[src/rtl/video_timing_gen.sv]
// Source-side video timing and test-pattern generator: free-running h/v counters,
// sync/de generation and four selectable patterns, all outputs registered one clock after the counters.
module video_timing_gen #(
    parameter int H_ACTIVE = 1280,
    parameter int H_FP     = 110,
    parameter int H_SYNC   = 40,
    parameter int H_BP     = 220,
    parameter int V_ACTIVE = 720,
    parameter int V_FP     = 5,
    parameter int V_SYNC   = 5,
    parameter int V_BP     = 20,
    parameter bit HS_POL   = 1'b1,
    parameter bit VS_POL   = 1'b1
) (
    input  logic        clk,
    input  logic        rst_b,
    input  logic        en,
    input  logic [1:0]  pat_sel,
    input  logic [23:0] solid_rgb,
    output logic        vs_out,
    output logic        hs_out,
    output logic        de_out,
    output logic [23:0] rgb_data_out,
    output logic        sof_out
);

    localparam int H_TOTAL = H_ACTIVE + H_FP + H_SYNC + H_BP;
    localparam int V_TOTAL = V_ACTIVE + V_FP + V_SYNC + V_BP;
    localparam int BAR_W   = (H_ACTIVE / 8 > 0) ? H_ACTIVE / 8 : 1;

    localparam logic [11:0] H_LAST   = 12'(H_TOTAL - 1);
    localparam logic [11:0] V_LAST   = 12'(V_TOTAL - 1);
    localparam logic [11:0] H_ACT_N  = 12'(H_ACTIVE);
    localparam logic [11:0] V_ACT_N  = 12'(V_ACTIVE);
    localparam logic [11:0] HS_BEG   = 12'(H_ACTIVE + H_FP);
    localparam logic [11:0] HS_END   = 12'(H_ACTIVE + H_FP + H_SYNC);
    localparam logic [11:0] VS_BEG   = 12'(V_ACTIVE + V_FP);
    localparam logic [11:0] VS_END   = 12'(V_ACTIVE + V_FP + V_SYNC);
    localparam logic [11:0] BAR_LAST = 12'(BAR_W - 1);

    logic [11:0] h_cnt_q, h_cnt_d;
    logic [11:0] v_cnt_q, v_cnt_d;
    logic [11:0] bar_pos_q, bar_pos_d;
    logic [2:0]  bar_idx_q, bar_idx_d;
    logic [1:0]  pat_q, pat_d;
    logic [23:0] solid_q, solid_d;
    logic        vs_q, vs_d;
    logic        hs_q, hs_d;
    logic        de_q, de_d;
    logic        sof_q, sof_d;
    logic [23:0] rgb_q, rgb_d;

    logic        h_wrap;
    logic        v_wrap;
    logic        frame_start;
    logic        active;
    logic        hs_region;
    logic        vs_region;
    logic [1:0]  pat_eff;
    logic [23:0] solid_eff;
    logic [23:0] pix;

    function automatic logic [23:0] bar_color(input logic [2:0] idx);
        case (idx)
            3'd0:    return 24'hFFFFFF;
            3'd1:    return 24'hFFFF00;
            3'd2:    return 24'h00FFFF;
            3'd3:    return 24'h00FF00;
            3'd4:    return 24'hFF00FF;
            3'd5:    return 24'hFF0000;
            3'd6:    return 24'h0000FF;
            default: return 24'h000000;
        endcase
    endfunction

    assign h_wrap      = (h_cnt_q == H_LAST);
    assign v_wrap      = (v_cnt_q == V_LAST);
    assign frame_start = (h_cnt_q == 12'd0) && (v_cnt_q == 12'd0);
    assign active      = (h_cnt_q < H_ACT_N) && (v_cnt_q < V_ACT_N);
    assign hs_region   = (h_cnt_q >= HS_BEG) && (h_cnt_q < HS_END);
    assign vs_region   = (v_cnt_q >= VS_BEG) && (v_cnt_q < VS_END);

    // The first pixel of a frame already uses the freshly captured selection.
    assign pat_eff   = frame_start ? pat_sel   : pat_q;
    assign solid_eff = frame_start ? solid_rgb : solid_q;
    assign pat_d     = pat_eff;
    assign solid_d   = solid_eff;

    always_comb begin
        h_cnt_d = '0;
        v_cnt_d = '0;
        if (en) begin
            if (h_wrap) begin
                h_cnt_d = '0;
                v_cnt_d = v_wrap ? 12'd0 : v_cnt_q + 12'd1;
            end else begin
                h_cnt_d = h_cnt_q + 12'd1;
                v_cnt_d = v_cnt_q;
            end
        end
    end

    // Bar position tracks x so the bar index needs no divider; the last bar absorbs the remainder.
    always_comb begin
        bar_pos_d = '0;
        bar_idx_d = '0;
        if (en && !h_wrap) begin
            if (bar_idx_q == 3'd7) begin
                bar_pos_d = bar_pos_q;
                bar_idx_d = bar_idx_q;
            end else if (bar_pos_q == BAR_LAST) begin
                bar_pos_d = '0;
                bar_idx_d = bar_idx_q + 3'd1;
            end else begin
                bar_pos_d = bar_pos_q + 12'd1;
                bar_idx_d = bar_idx_q;
            end
        end
    end

    always_comb begin
        case (pat_eff)
            2'd0:    pix = bar_color(bar_idx_q);
            2'd1:    pix = {3{h_cnt_q[7:0]}};
            2'd2:    pix = (h_cnt_q[5] ^ v_cnt_q[5]) ? 24'hFFFFFF : 24'h000000;
            default: pix = solid_eff;
        endcase
    end

    always_comb begin
        vs_d  = ~VS_POL;
        hs_d  = ~HS_POL;
        de_d  = 1'b0;
        sof_d = 1'b0;
        rgb_d = '0;
        if (en) begin
            vs_d  = vs_region ? VS_POL : ~VS_POL;
            hs_d  = hs_region ? HS_POL : ~HS_POL;
            de_d  = active;
            sof_d = active && frame_start;
            rgb_d = active ? pix : 24'h000000;
        end
    end

    always_ff @(posedge clk or negedge rst_b) begin
        if (!rst_b) begin
            h_cnt_q   <= '0;
            v_cnt_q   <= '0;
            bar_pos_q <= '0;
            bar_idx_q <= '0;
            pat_q     <= '0;
            solid_q   <= '0;
            vs_q      <= ~VS_POL;
            hs_q      <= ~HS_POL;
            de_q      <= 1'b0;
            sof_q     <= 1'b0;
            rgb_q     <= '0;
        end else begin
            h_cnt_q   <= h_cnt_d;
            v_cnt_q   <= v_cnt_d;
            bar_pos_q <= bar_pos_d;
            bar_idx_q <= bar_idx_d;
            pat_q     <= pat_d;
            solid_q   <= solid_d;
            vs_q      <= vs_d;
            hs_q      <= hs_d;
            de_q      <= de_d;
            sof_q     <= sof_d;
            rgb_q     <= rgb_d;
        end
    end

    assign vs_out       = vs_q;
    assign hs_out       = hs_q;
    assign de_out       = de_q;
    assign sof_out      = sof_q;
    assign rgb_data_out = rgb_q;

endmodule

[config.mk]
export PLATFORM = sky130hd
export DESIGN_NAME = video_timing_gen
export DESIGN_NICKNAME = d
export VERILOG_FILES = /design/src/rtl/video_timing_gen.sv
export SDC_FILE = /design/constraint.sdc
export NUM_CORES = 1
export LEC_CHECK = 0
export ABC_CLOCK_PERIOD_IN_PS = 3100
export CORE_ASPECT_RATIO = 1.75
export CORE_UTILIZATION = 40
export DETAILED_ROUTE_END_ITERATION = 7
export GPL_TIMING_DRIVEN = 0
export PLACE_DENSITY = 0.67
export SYNTH_ARGS = -nofsm -noshare
export SYNTH_HDL_FRONTEND = slang
export SYNTH_SLANG_ARGS = --single-unit
export TNS_END_PERCENT = 20
[constraint.sdc]
create_clock -name clk -period 3.1 [get_ports clk]
set_input_delay 0.62 -clock clk [delete_from_list [all_inputs] [get_ports clk]]
set_output_delay 0.62 -clock clk [all_outputs]
set_load 0.02 [all_outputs]
==> results_tabular.tex, run 1 <==
\begin{tabular}{lr}
\hline
Metric & Value \\
\hline
\multicolumn{2}{l}{\textbf{Synthesis}} \\
Mean cell area of the mapped netlist & 10.3 um2 \\
Post-synthesis cell type with the largest combined area & sky130\_fd\_sc\_hd\_\_dfrtp\_1 \\
Number of nets produced by synthesis & 482 \\
Top FF cell, synth & sky130\_fd\_sc\_hd\_\_dfrtp\_1 \\
Unique cell type count in the Yosys netlist & 50 \\
Post-synth top area share & 0.515 \\
Ranking of synthesized cells by instance count & sky130\_fd\_sc\_hd\_\_dfrtp\_1 (93), sky130\_fd\_sc\_hd\_\_o21ai\_0 (39), sky130\_fd\_sc\_hd\_\_inv\_1 (37), sky130\_fd\_sc\_hd\_\_nor2\_1 (37), sky130\_fd\_sc\_hd\_\_nand2\_1 (30) \\
Largest cells by area after synthesis & sky130\_fd\_sc\_hd\_\_dfrtp\_1 (51\%), sky130\_fd\_sc\_hd\_\_mux2i\_1 (6.4\%), sky130\_fd\_sc\_hd\_\_a221oi\_1 (4.6\%), sky130\_fd\_sc\_hd\_\_o21ai\_0 (4.3\%), sky130\_fd\_sc\_hd\_\_ha\_1 (3.9\%) \\
Most frequently used cell type in the post-synthesis netlist & sky130\_fd\_sc\_hd\_\_dfrtp\_1 \\
Async SR Flop Fraction & 1.00 \\
Number of synthesized flops with an enable pin & 0 \\
Synthesized instance count & 439 \\
Sequential area share after synthesis & 0.515 \\
Post-synth design cell area & 4520 um2 \\
Number of warnings printed during yosys synthesis & 0 \\
Post-synthesis sequential element count & 93 \\
\multicolumn{2}{l}{\textbf{Timing}} \\
Top achievable clock speed & 330 MHz \\
Final Skew & 6.21 ps \\
Final setup fails & 0 \\
Sum of negative setup slack & 0 ps \\
Worst hold-check slack & 233 ps \\
Relative max-transition margin & 0.270 \\
Unrepaired setup endpoints after global routing & no \\
Portion of the clock cycle consumed by the worst path in the final layout & 0.978 \\
Max-slew violation count & 0 \\
Number of hold violations in the final report & 0 \\
Fin crit period & 3030 ps \\
Actual slew at the worst max-slew pin & 1090 ps \\
\multicolumn{2}{l}{\textbf{Drt}} \\
First-pass detailed-route iteration total & 4 \\
DR iter-0 viols & 119 \\
Wire per inst & 16.2 um \\
Vias per inst & 5.45 \\
Via count of the routed design & 3,502 \\
Met3 WL post-DR & 330 um \\
Number of nets with antenna violations after detailed routing & 0 \\
Remaining routing DRC violations & 0 \\
Wire length reported by the detailed router & 10,400 um \\
Highest routed layer & met4 \\
Post-Route M1 WL & 3830 um \\
Wire length on met2 & 5930 um \\
\multicolumn{2}{l}{\textbf{Status}} \\
Outcome & complete, no violations \\
\multicolumn{2}{l}{\textbf{Worst setup path}} \\
Reg2Reg Setup Slack & 70 ps \\
Worst Setup Start Kind & flip-flop \\
Critical Path RT & 3270 ps \\
Endpoint type of the worst setup path & flip-flop \\
R2R depth & 5 \\
Arrival time at the worst endpoint & 3200 ps \\
End of the worst register-to-register path & rgb\_data\_out[3] \\
Startpoint of the lowest-slack register-to-register path & h\_cnt\_q[7] \\
Highest net fanout along the worst path & 8 \\
Crit Path Category & flip-flop to flip-flop \\
\multicolumn{2}{l}{\textbf{Clock network}} \\
Clock latency on the worst-skew pair & 340 ps \\
Clock tree from TritonCTS & yes \\
Buffer levels on the longest clock path & 2 \\
Root Driver & sky130\_fd\_sc\_hd\_\_clkbuf\_16 \\
H-tree lvl count & 3 \\
Sink Count & 93 \\
Clock-pin transition on the worst setup and hold timing paths & 60 ps \\
TritonCTS buffer count & 9 \\
\multicolumn{2}{l}{\textbf{Layout}} \\
Area added between synthesis and finish & 23.0\% \\
FILL cells & 1,006 \\
Number of nets at the end of the flow & 550 \\
\# diodes & 0 \\
Share of cells above drive strength 1 & 0.0626 \\
Utilization after layout & 0.504 \\
\multicolumn{2}{l}{\textbf{Placement}} \\
Detailed-placement wirelength estimate & 7760 um \\
Gp weighted congestion & 0.872 \\
Number of input and output port buffers inserted & 56 \\
\multicolumn{2}{l}{\textbf{Pwr}} \\
Power, Total & 3100 uW \\
Static Leakage & 0.00248 uW \\
Total power per unit cell area & 557 nW/um2 \\
Worst vdd ir & 0.000361 V \\
\multicolumn{2}{l}{\textbf{Job}} \\
Number of max-cap violations & 0 \\
\multicolumn{2}{l}{\textbf{GRT}} \\
Number of antenna violations at the first check in global routing & 0 \\
Pin count of the biggest net entering global routing & 62 \\
Number of global-route vias before repair & 3,592 \\
Global-route usage over all layers & 0.193 \\
Total overflow reported by the global router & 0 \\
Global-route wire length before repair & 16,900 um \\
\multicolumn{2}{l}{\textbf{Floorplan}} \\
Die X-Extent & 82.4 um \\
Height of the chip & 143 um \\
Number of core rows & 51 \\
Core area & 11,000 um2 \\
Starting density of the core & 0.409 \\
Die footprint & 11,700 um2 \\
Top-level I/O count & 57 \\
\multicolumn{2}{l}{\textbf{Worst hold path}} \\
Path category of the worst min-delay check & input port to async pin \\
\hline
\end{tabular}
layout by cell type (no fill, tap or decap), types with 2 or more instances in the layout:
master                            netlist  final
sky130_fd_sc_hd__a221oi_1              24     24
sky130_fd_sc_hd__clkbuf_16              0      9
sky130_fd_sc_hd__or4_1                  2      2
sky130_fd_sc_hd__or2_2                  3      3
sky130_fd_sc_hd__and4_1                 2      2
sky130_fd_sc_hd__nor2_1                37     37
sky130_fd_sc_hd__buf_4                  1      2
sky130_fd_sc_hd__clkbuf_8               0      2
sky130_fd_sc_hd__and2_1                 4      4
sky130_fd_sc_hd__a22o_1                 2      2
sky130_fd_sc_hd__and4b_1                2      2
sky130_fd_sc_hd__clkbuf_1              12     13
sky130_fd_sc_hd__o21ai_0               39     39
sky130_fd_sc_hd__and3_1                 6      6
sky130_fd_sc_hd__or3_1                  2      2
sky130_fd_sc_hd__mux2i_1               29     29
sky130_fd_sc_hd__nor4_2                 0      2
sky130_fd_sc_hd__or4_4                  2      2
sky130_fd_sc_hd__xor2_1                11     11
sky130_fd_sc_hd__nand4_1                7      7
sky130_fd_sc_hd__a31oi_1                3      3
sky130_fd_sc_hd__nand2_1               30     30
sky130_fd_sc_hd__dfrtp_1               93     93
sky130_fd_sc_hd__buf_12                 2      2
sky130_fd_sc_hd__ha_1                  14     14
sky130_fd_sc_hd__inv_1                 37     37
sky130_fd_sc_hd__clkdlybuf4s50_1        0     55
sky130_fd_sc_hd__a21oi_1                9      9
sky130_fd_sc_hd__nand3_1               15     15
sky130_fd_sc_hd__mux2_2                 2      2
sky130_fd_sc_hd__nor3_1                11     11
sky130_fd_sc_hd__nand3b_1               2      2
sky130_fd_sc_hd__xnor2_1                6      6
sky130_fd_sc_hd__o21ai_1                2      2
sky130_fd_sc_hd__nor4_1                 9      7
metrics by stage:
stage	setup slack, ps	instances	cell area (um2)
floorplan	569	439	4520
global placement	-1930	627	5250
detailed placement	75.3	628	5270
CTS	112	643	5550
global route	17.8	643	5560
finish	66.9	643	5560
report_power, final:
group | internal [uW] | switching [uW]
registers | 1360 | 50.0
logic | 304 | 363
clock network | 583 | 441
total | 2240 | 854
worst max path at each step:
stage	start	to	slack, ps	cells past startpoint
floorplan	h_cnt_q[7]	rgb_data_out[15]	570	6
global placement	rst_b	rgb_data_out[16]	-1930	1
detailed placement	en	rgb_data_out[19]	80	6
CTS	h_cnt_q[7]	rgb_data_out[3]	110	5
global route	h_cnt_q[7]	rgb_data_out[19]	20	6
finish	h_cnt_q[7]	rgb_data_out[3]	70	5
critical path, cell delays in order, from the launching register on:
cell,delay (ps)
sky130_fd_sc_hd__dfrtp_1,470
sky130_fd_sc_hd__or4_4,590
sky130_fd_sc_hd__or4_4,560
sky130_fd_sc_hd__nor2_4,230
sky130_fd_sc_hd__mux2i_1,790
sky130_fd_sc_hd__a221oi_1,230
cell families (layout without fill, tap and decap cells):
kind of cell               Yosys count  after routing  synth area share
and+or+nand+nor                    141            141             0.160
DFF                                 93             93             0.515
AOI/OAI and AO/OA                   86             86             0.123
buffers and inverters               56            128            0.0587
muxes                               32             32            0.0722
xor gates and xnor gates            17             17            0.0329
adders and majority gates           14             14            0.0387
flip-flops by register name (all words and copies together) (netlist names):
name          cells
v_cnt_q          12
sof_out           1
bar_pos_q        12
pat_q             2
rgb_data_out     24
hs_out            1
bar_idx_q         3
solid_q          24
h_cnt_q          12
de_out            1
vs_out            1
final cells by class:
class	count	area, um2	area share
well taps	132	165	0.0297
inverters	38	143	0.0256
multi-input cells	290	1940	0.349
plain buffers	18	123	0.0220
clock inverters	3	21.3	0.00382
clock buffers	12	256	0.0461
flip-flops and latches	93	2330	0.418
repair buffers	57	586	0.105
routing by layer:
metal  global-route usage  vias up
met5                    0        -
met4               0.0942        0
met3               0.0364       17
met2                0.362       69
met1                0.193     1714
li1                     -     1702
what timing repair did:
action,4_1_cts,5_1_grt
setup buffers,0,0
hold buffers,0,0
resized for setup,0,2
endpoints found under the setup margin,0,3
Power figures use the tool's default switching activity.
==> inputs of run 2 (changes only) <==
--- a/config.mk
+++ b/config.mk
@@ -5,12 +5,13 @@
 export SDC_FILE = /design/constraint.sdc
 export NUM_CORES = 1
 export LEC_CHECK = 0
-export ABC_CLOCK_PERIOD_IN_PS = 3100
+export ABC_CLOCK_PERIOD_IN_PS = 2700
 export CORE_ASPECT_RATIO = 1.75
+export CORE_MARGIN = 2
 export CORE_UTILIZATION = 40
 export DETAILED_ROUTE_END_ITERATION = 7
 export GPL_TIMING_DRIVEN = 0
-export PLACE_DENSITY = 0.67
+export PLACE_DENSITY = 0.69
 export SYNTH_ARGS = -nofsm -noshare
 export SYNTH_HDL_FRONTEND = slang
 export SYNTH_SLANG_ARGS = --single-unit
==> constraint.sdc (replaced) <==
create_clock -name clk -period 2.7 [get_ports clk]
set_input_delay 0.54 -clock clk [delete_from_list [all_inputs] [get_ports clk]]
set_output_delay 0.54 -clock clk [all_outputs]
set_load 0.005 [all_outputs]
==> run 2 against run 1 <==
- the flow now finishes with violations (negative setup slack)
- worst setup slack lost 140 ps
- clock skew fell by 2.1 ps
- first-iteration DRC count up 13%
==> results_tabular.tex, run 2 (synthesis gave the netlist of run 1 again) <==
\begin{tabular}{lr}
\hline
Metric & Value \\
\hline
\multicolumn{2}{l}{\textbf{Worst setup path}} \\
Highest net fanout along the worst path & 10 (+2) \\
Slowest cell on the critical path & sky130\_fd\_sc\_hd\_\_or4\_4 \\
Largest stage delay on the critical path & 600 ps (-190 ps) \\
Series of cell instances along the critical path & or4\_4, or4\_4, nor2\_4, buf\_12, mux2i\_4, buf\_6, a221oi\_1 \\
Cell family contributing the most delay on the critical path & simple AND/OR/NAND/NOR gates \\
Critical Path RT & 2880 ps (-390 ps) \\
CP most frequent cell & sky130\_fd\_sc\_hd\_\_or4\_4 \\
Endpoint type of the worst setup path & flip-flop \\
Crit Path Category & flip-flop to flip-flop \\
Arrival time at the worst endpoint & 2950 ps (-250 ps) \\
Number of buffer and inverter stages on the critical path & 2 (+2) \\
Reg2Reg Setup Slack & -70 ps (-140 ps) \\
Worst Setup Start Kind & flip-flop \\
\multicolumn{2}{l}{\textbf{Placement}} \\
Number of input and output port buffers inserted & 56 (unchanged) \\
Cell count after placement & 628 (unchanged) \\
Gp weighted congestion & 0.868 (-0.46\%) \\
Detailed-placement wirelength estimate & 7860 um (+1.3\%) \\
\multicolumn{2}{l}{\textbf{Pwr}} \\
Worst vdd ir & 0.000459 V (+27\%) \\
Total power per unit cell area & 662 nW/um2 (+19\%) \\
Static Leakage & 0.00258 uW (+4.1\%) \\
Power, Total & 3880 uW (+25\%) \\
\multicolumn{2}{l}{\textbf{Layout}} \\
Final cell count without fillers & 652 (+1.4\%) \\
\# diodes & 0 (unchanged) \\
Number of nets at the end of the flow & 558 (+1.5\%) \\
Commonest cells after routing, fill and taps aside & sky130\_fd\_sc\_hd\_\_dfrtp\_1 (91), sky130\_fd\_sc\_hd\_\_clkdlybuf4s50\_1 (55), sky130\_fd\_sc\_hd\_\_o21ai\_0 (38) \\
Area added between synthesis and finish & 29.7\% \\
Most common cell after layout, fill and taps aside & sky130\_fd\_sc\_hd\_\_dfrtp\_1 \\
FILL cells & 979 (-2.7\%) \\
Utilization after layout & 0.528 (+0.0243) \\
Share of cells above drive strength 1 & 0.119 (+0.0566) \\
\multicolumn{2}{l}{\textbf{Floorplan}} \\
Die X-Extent & 84.4 um (+2.4\%) \\
Number of core rows & 51 (unchanged) \\
Starting density of the core & 0.407 (-0.00235) \\
Height of the chip & 145 um (+1.4\%) \\
Core area & 11,100 um2 (+0.58\%) \\
Top-level I/O count & 57 (unchanged) \\
Die footprint & 12,200 um2 (+3.9\%) \\
\multicolumn{2}{l}{\textbf{Status}} \\
Failing checks & negative setup slack \\
Outcome & complete, but fails checks \\
\multicolumn{2}{l}{\textbf{Drt}} \\
First-pass detailed-route iteration total & 4 (unchanged) \\
Remaining routing DRC violations & 0 (unchanged) \\
Wire per inst & 16.7 um (+3.2\%) \\
Via count of the routed design & 3,618 (+3.3\%) \\
Number of nets with antenna violations after detailed routing & 0 (unchanged) \\
Vias per inst & 5.55 (+1.9\%) \\
DR iter-0 viols & 135 (+13\%) \\
Wire length reported by the detailed router & 10,900 um (+4.6\%) \\
\multicolumn{2}{l}{\textbf{Clock network}} \\
Clock tree from TritonCTS & yes \\
Clock latency on the worst-skew pair & 340 ps (about the same) \\
H-tree lvl count & 3 (unchanged) \\
TritonCTS buffer count & 9 (unchanged) \\
Sink Count & 93 (unchanged) \\
Buffer levels on the longest clock path & 2 (unchanged) \\
Root Driver & sky130\_fd\_sc\_hd\_\_clkbuf\_16 \\
Clock-pin transition on the worst setup and hold timing paths & 60 ps (about the same) \\
\multicolumn{2}{l}{\textbf{Timing}} \\
Setup slack after layout & -69.2 ps (-136 ps) \\
Top achievable clock speed & 361 MHz (+9.5\%) \\
Max-slew violation count & 0 (unchanged) \\
Relative max-transition margin & 0.405 (+0.136) \\
Portion of the clock cycle consumed by the worst path in the final layout & 1.03 (+0.0472) \\
Number of hold violations in the final report & 0 (unchanged) \\
Final Skew & 4.08 ps (-2.13 ps) \\
Actual slew at the worst max-slew pin & 885 ps (-201 ps) \\
Unrepaired setup endpoints after global routing & yes \\
Final setup fails & 23 (+23) \\
Fin crit period & 2770 ps (-264 ps) \\
\multicolumn{2}{l}{\textbf{GRT}} \\
Pin count of the biggest net entering global routing & 59 (-4.8\%) \\
Total overflow reported by the global router & 0 (unchanged) \\
Global-route usage over all layers & 0.184 (-0.00828) \\
Number of antenna violations at the first check in global routing & 0 (unchanged) \\
Global-route wire length before repair & 17,800 um (+4.9\%) \\
Number of global-route vias before repair & 3,774 (+5.1\%) \\
\multicolumn{2}{l}{\textbf{Worst hold path}} \\
Path category of the worst min-delay check & input port to async pin \\
\multicolumn{2}{l}{\textbf{Job}} \\
Number of max-cap violations & 0 (unchanged) \\
\hline
\end{tabular}
## run 2: metrics by stage
stage	hold slack (ps)	setup slack [ps]	setup TNS, ps	instance area [um2]
global placement	460	-2230	-212730	5250
CTS	174	-14.1	-14.1	5700
detailed placement	466	-310	-7090	5270
finish	161	-69.2	-739	5860
floorplan	244	169	0	4520
global route	194	-99.2	-1150	5860
## run 2: power breakdown
group | internal [uW] | switching (uW) | leakage [uW]
logic | 423 | 383 | 0.00120
clock network | 930 | 522 | 0.000173
registers | 1560 | 64.3 | 0.00121
total | 2910 | 969 | 0.00258
## run 2: repair_timing
action,in CTS,in global routing
cloned,0,1
setup buffers,1,8
setup endpoints to repair,43,36
gates resized for setup,11,20
pin swaps,1,3
hold buffers,0,0
## run 2: path summary, 6_finish.rpt
check,startpoint,to,depth (start not counted)
min in group clk,solid_q[5],solid_q[5],2
hold / removal,rst_b,v_cnt_q[1],1
max in group asynchronous,rst_b,h_cnt_q[7],2
hold reg to reg,solid_q[5],solid_q[5],2
setup / recovery,h_cnt_q[7],rgb_data_out[16],7
setup reg to reg,h_cnt_q[7],rgb_data_out[16],7
## run 2: layout make-up
class,instances,area (um2),share of cell area
plain buffers,16,125,0.0213
clock buffers,10,239,0.0408
clock inverters,6,109,0.0186
inverters,38,143,0.0243
multi-input cells,290,2070,0.353
flip-flops and latches,93,2330,0.397
well taps,132,165,0.0282
repair buffers,67,686,0.117
## run 2: metal layers
metal / share of wire / global-route usage / up-vias
met5: 0 / 0 / -
met4: 0.044 / 0.118 / 0
met3: 0.035 / 0.0325 / 30
met2: 0.57 / 0.353 / 87
met1: 0.35 / 0.179 / 1789
li1: - / - / 1712
